[src/rtl/uart_pkg.sv]
// Shared definitions for the UART transmit-side blocks.
// FSM encoding and counter width helpers.
package uart_pkg;

  typedef enum logic [1:0] {
    ST_IDLE  = 2'd0,
    ST_START = 2'd1,
    ST_WAIT  = 2'd2
  } state_t;

  function automatic int cnt_width(input int max_val);
    return (max_val < 1) ? 1 : $clog2(max_val + 1);
  endfunction

  function automatic int idx_width(input int n);
    return (n < 2) ? 1 : $clog2(n);
  endfunction

endpackage

[src/rtl/uart_rr_pick.sv]
// Combinational round-robin pick: first set request at or after
// the pointer, wrapping modulo NUM_REQ.
module uart_rr_pick
  import uart_pkg::*;
#(
  parameter int NUM_REQ = 4,
  localparam int PW = idx_width(NUM_REQ)
) (
  input  logic [NUM_REQ-1:0] i_req,
  input  logic [PW-1:0]      i_ptr,
  output logic [NUM_REQ-1:0] o_grant,
  output logic [PW-1:0]      o_idx,
  output logic               o_valid
);

  int          w_j;
  logic [PW-1:0] w_pos;

  always_comb begin
    o_grant = '0;
    o_idx   = '0;
    o_valid = 1'b0;
    w_j     = 0;
    w_pos   = '0;
    for (int off = 0; off < NUM_REQ; off++) begin
      w_j = int'(i_ptr) + off;
      if (w_j >= NUM_REQ) w_j = w_j - NUM_REQ;
      w_pos = PW'(w_j);
      if (!o_valid && i_req[w_pos]) begin
        o_valid        = 1'b1;
        o_grant[w_pos] = 1'b1;
        o_idx          = w_pos;
      end
    end
  end

endmodule

[src/rtl/uart_tx_arbiter.sv]
// Round-robin arbiter sharing one uart_tx among NUM_REQ producers,
// with done edge detection and a saturating completion watchdog.
module uart_tx_arbiter
  import uart_pkg::*;
#(
  parameter int NUM_REQ        = 4,
  parameter int DATA_WIDTH     = 8,
  parameter int TIMEOUT_CYCLES = 4096
) (
  input  logic                          i_clk,
  input  logic                          i_rst,
  input  logic [NUM_REQ-1:0]            i_req,
  input  logic [NUM_REQ*DATA_WIDTH-1:0] i_data,
  output logic [NUM_REQ-1:0]            o_ack,
  output logic [NUM_REQ-1:0]            o_sent,
  output logic [NUM_REQ-1:0]            o_grant,
  output logic                          o_timeout,
  output logic                          o_tx_start,
  output logic [DATA_WIDTH-1:0]         o_tx_data,
  input  logic                          i_tx_busy,
  input  logic                          i_tx_done
);

  localparam int PW = idx_width(NUM_REQ);
  localparam int WW = cnt_width(TIMEOUT_CYCLES);
  localparam logic [WW-1:0] WD_LAST = WW'(TIMEOUT_CYCLES - 1);
  localparam logic [WW-1:0] WD_MAX  = WW'(TIMEOUT_CYCLES);
  localparam logic [PW-1:0] PTR_TOP = PW'(NUM_REQ - 1);

  state_t        r_state;
  logic [PW-1:0] r_ptr;
  logic [WW-1:0] r_wd;
  logic          r_done_q;

  logic [NUM_REQ-1:0] w_win;
  logic [PW-1:0]      w_idx;
  logic               w_valid;
  logic               w_done_rise;

  assign w_done_rise = i_tx_done & ~r_done_q;

  uart_rr_pick #(
    .NUM_REQ(NUM_REQ)
  ) u_pick (
    .i_req  (i_req),
    .i_ptr  (r_ptr),
    .o_grant(w_win),
    .o_idx  (w_idx),
    .o_valid(w_valid)
  );

  always_ff @(posedge i_clk or posedge i_rst) begin
    if (i_rst) begin
      r_state    <= ST_IDLE;
      r_ptr      <= '0;
      r_wd       <= '0;
      r_done_q   <= 1'b0;
      o_ack      <= '0;
      o_sent     <= '0;
      o_grant    <= '0;
      o_timeout  <= 1'b0;
      o_tx_start <= 1'b0;
      o_tx_data  <= '0;
    end else begin
      r_done_q   <= i_tx_done;
      o_ack      <= '0;
      o_sent     <= '0;
      o_timeout  <= 1'b0;
      o_tx_start <= 1'b0;
      unique case (r_state)
        ST_IDLE: begin
          o_grant <= '0;
          if (w_valid && !i_tx_busy) begin
            o_grant    <= w_win;
            o_ack      <= w_win;
            o_tx_start <= 1'b1;
            o_tx_data  <=
              i_data[w_idx*DATA_WIDTH +: DATA_WIDTH];
            r_ptr      <= (w_idx == PTR_TOP) ?
                          '0 : w_idx + 1'b1;
            r_state    <= ST_START;
          end
        end
        ST_START: begin
          r_wd    <= '0;
          r_state <= ST_WAIT;
        end
        ST_WAIT: begin
          // a done edge beats a coincident timeout
          if (w_done_rise) begin
            o_sent  <= o_grant;
            o_grant <= '0;
            r_state <= ST_IDLE;
          end else if (r_wd == WD_LAST) begin
            o_timeout <= 1'b1;
            o_grant   <= '0;
            r_state   <= ST_IDLE;
          end
          if (r_wd != WD_MAX) r_wd <= r_wd + 1'b1;
        end
        default: r_state <= ST_IDLE;
      endcase
    end
  end

endmodule

[config.mk]
export PLATFORM = sky130hd
export DESIGN_NAME = uart_tx_arbiter
export DESIGN_NICKNAME = d
export VERILOG_FILES = /design/src/rtl/uart_pkg.sv /design/src/rtl/uart_rr_pick.sv /design/src/rtl/uart_tx_arbiter.sv
export SDC_FILE = /design/constraint.sdc
export NUM_CORES = 1
export LEC_CHECK = 0
export CAP_MARGIN = 20
export CORE_MARGIN = 10
export CORE_UTILIZATION = 30
export CTS_CLUSTER_DIAMETER = 100
export CTS_CLUSTER_SIZE = 40
export DETAILED_ROUTE_END_ITERATION = 6
export PLACE_DENSITY = 0.56
export SYNTH_ARGS = -nofsm -noshare
export SYNTH_HDL_FRONTEND = slang
export SYNTH_HIERARCHICAL = 1
export SYNTH_SLANG_ARGS = --single-unit
[constraint.sdc]
create_clock -name i_clk -period 3.76 [get_ports i_clk]
set_input_delay 0.376 -clock i_clk [delete_from_list [all_inputs] [get_ports i_clk]]
set_output_delay 0.376 -clock i_clk [all_outputs]
set_load 0.05 [all_outputs]
==> reports/qor.txt <==
setup TNS = 0 ns
Required @ worst endpoint = 3.95 ns
later-pin clock latency in the skew report = 0.29 ns
Cell Area, Synth = 2420 µm²
vias post-DR = 1,957
final hold slack = 0.284 ns
CP most frequent cell = mux4_2
TritonRoute pass-1 iters = 4
Pleak = 0.00126 µW
Worst Setup Start Kind = flip-flop
antenna-violating nets left = 0
# setup viols final = 0
grt ovf = 0
Rel. slew slack = 53.5%
Design Area, Final = 3270 µm²
status = finished, final reports clean
Root Buffer Master = clkbuf_8
fin crit share = 84.0%
Port Buffers = 61
post-cts sizing count = 0
syn_area_per_cell = 11.1 µm²
Nets = 326
hold crit path type = in -> async
#FFs+latches synth = 40
min cycle time layout = 3.16 ns
Routed WL per cell = 16.3 µm
core area = 7810 µm²
Initial Utilization = 31.0%
die height = 110 µm
Detailed Place HPWL = 4800 µm
DRC Markers = 0
I/O Pins = 62
Power Dens Cells = 783 nW/µm²
Post-CTS Setup Repair Bufs = 0
area leader, netlist = dfrtp_1
Slew Limit Fails = 0
final hold violations = 0
FP Rows = 32
Crit Path Class = reg -> reg
CTS buffer count = 5
Antenna Diode Count = 0
layout cells sized above 1 = 15.5%
Worst EP arrival = 3.35 ns
Yosys top cell area share = 41.3%
predominant post-synthesis flop cell = dfrtp_1
initial antenna violation count = 0
final WL = 6210 µm
clock sinks = 40
CTS tree = built
die width = 110 µm
GPL Wtd Cong = 0.820
number of global-route vias before repair = 2,071
Seq/Total Area, Yosys = 41.3%
top cells by area, synth = dfrtp_1, mux4_2, mux2_2
Clock Skew = 0.0107 ns
slew at the pin with the worst max-slew slack = 0.698 ns
Max Cap Viol = 0
Critical-path top delay cell = dfrtp_1
peak supply drop = 0.460 mV
synth warn = 6
Gate Count Post-Synth = 218
Global Route Usage Sum = 10.8%
CP Capture Type = flip-flop
Reg clk slew, reported paths = 0.08 ns
Crit path buffers/inverters = 2
cts hold-fix bufs = 0
largest net degree at the start of global routing = 27
first-pass GRT wire length = 10,300 µm
DP Area = 3110 µm²
Post-Syn Nets = 266
CP top delay family = multiplexers
CP cell instances = inv_1 > ha_1 > mux4_2 > and2b_2 > o21ai_0 > o31ai_2 > buf_4 > mux4_2 > mux2_2
Die Footprint = 12,100 µm²
EDFF count, synth = 0
Async SR Flop Fraction = 100%
library cells used by synthesis = 43
clock buffer depth = 2
drt via density = 5.15
critical path fanouts, max = 10
max frequency = 0.316 GHz
initial drt markers = 62
Layout area overhead = 35.1%
H-tree Lvls = 2
Crit path largest cell delay = 0.53 ns
setup repair after global routing missed its margin = false
-- layer usage --
metal / track usage [%] / vias to the layer above / wire length, µm
met4: 3.07 / 0 / 53
li1: - / 953 / -
met2: 19.3 / 27 / 3230
met5: 0 / - / 0
met3: 2.52 / 5 / 257
met1: 12.5 / 972 / 2660
-- through the flow --
stage | utilization [%] | power, µW | setup WS [ns] | cells
after global placement | 39.9 | 2160 | 0.614 | 372
after CTS | 41.5 | 2600 | 0.559 | 379
final | 41.9 | 2560 | 0.600 | 380
after floorplan | - | 1800 | 0.768 | 218
after detailed placement | 39.9 | 2180 | 0.574 | 372
after global routing | 41.9 | 2750 | 0.427 | 380
-- placed cells by master, fill, tap and decap left out, types with 9 or more instances in the layout --
cell             instances
nor2_1                   9
mux4_2                  10
o21ai_0                 18
nand2_1                 12
a21oi_1                  9
dfrtp_1                 40
clkdlybuf4s50_1         61
mux2_2                  11
and2_1                  10
-- cell families (layout without fill, tap and decap cells) --
family | after synthesis | after routing | share of synthesized area, %
AO/OA/AOI/OAI | 52 | 52 | 13.6
flip-flops | 40 | 40 | 41.3
multiplexers | 26 | 26 | 17.8
buffers and inverters | 20 | 80 | 4.39
adder cells (fa/ha/maj) | 8 | 8 | 4.13
AND/OR/NAND/NOR | 72 | 72 | 18.7
-- worst paths after layout --
kind | startpoint | endpoint | slack, ns | cells after the start
min in group i_clk | o_tx_data[1] | o_tx_data[1] | 0.52 | 1
min reg2reg | o_tx_data[1] | o_tx_data[1] | 0.52 | 1
max reg2reg | r_ptr[1] | o_tx_data[3] | 0.60 | 9
min | i_rst | r_done_q | 0.28 | 2
max in group asynchronous | i_rst | o_tx_data[6] | 3.04 | 3
max | r_ptr[1] | o_tx_data[3] | 0.60 | 9
-- cell type report --
class,count,area [µm²]
inverters,7,26.3
multi-input cells,158,1320
flip-flops and latches,40,1000
repair buffers,66,668
clock buffers,5,68.8
fillers,754,4540
clock inverters,2,60.1
well taps,102,128
-- state kept, by name, summed over array words and instances (netlist names) --
name / count
o_ack: 4
o_grant: 4
o_sent: 4
o_timeout: 1
o_tx_data: 8
o_tx_start: 1
r_done_q: 1
r_ptr: 2
r_state: 2
r_wd: 13
-- Yosys cell counts, types with 2 or more instances --
library cell	instances
a21oi_1	9
a22oi_1	8
and2_1	10
buf_2	2
buf_6	3
clkbuf_1	5
clkbuf_2	2
dfrtp_1	40
ha_1	8
inv_1	6
mux2_2	11
mux2i_1	3
mux4_1	2
mux4_2	10
nand2_1	12
nand2b_1	5
nand3_1	8
nand4_1	5
nor2_1	9
nor2b_1	2
nor3_1	3
nor4_1	4
nor4b_1	3
o211ai_1	5
o21ai_0	18
o311ai_0	3
o311ai_1	2
o31ai_1	4
or4_4	2
-- power breakdown --
group | switching [µW] | internal, µW | total, µW
sequential | 130 | 543 | 673
combinational | 804 | 670 | 1470
clock | 152 | 261 | 413
total | 1090 | 1470 | 2560
Power figures use the tool's default switching activity.
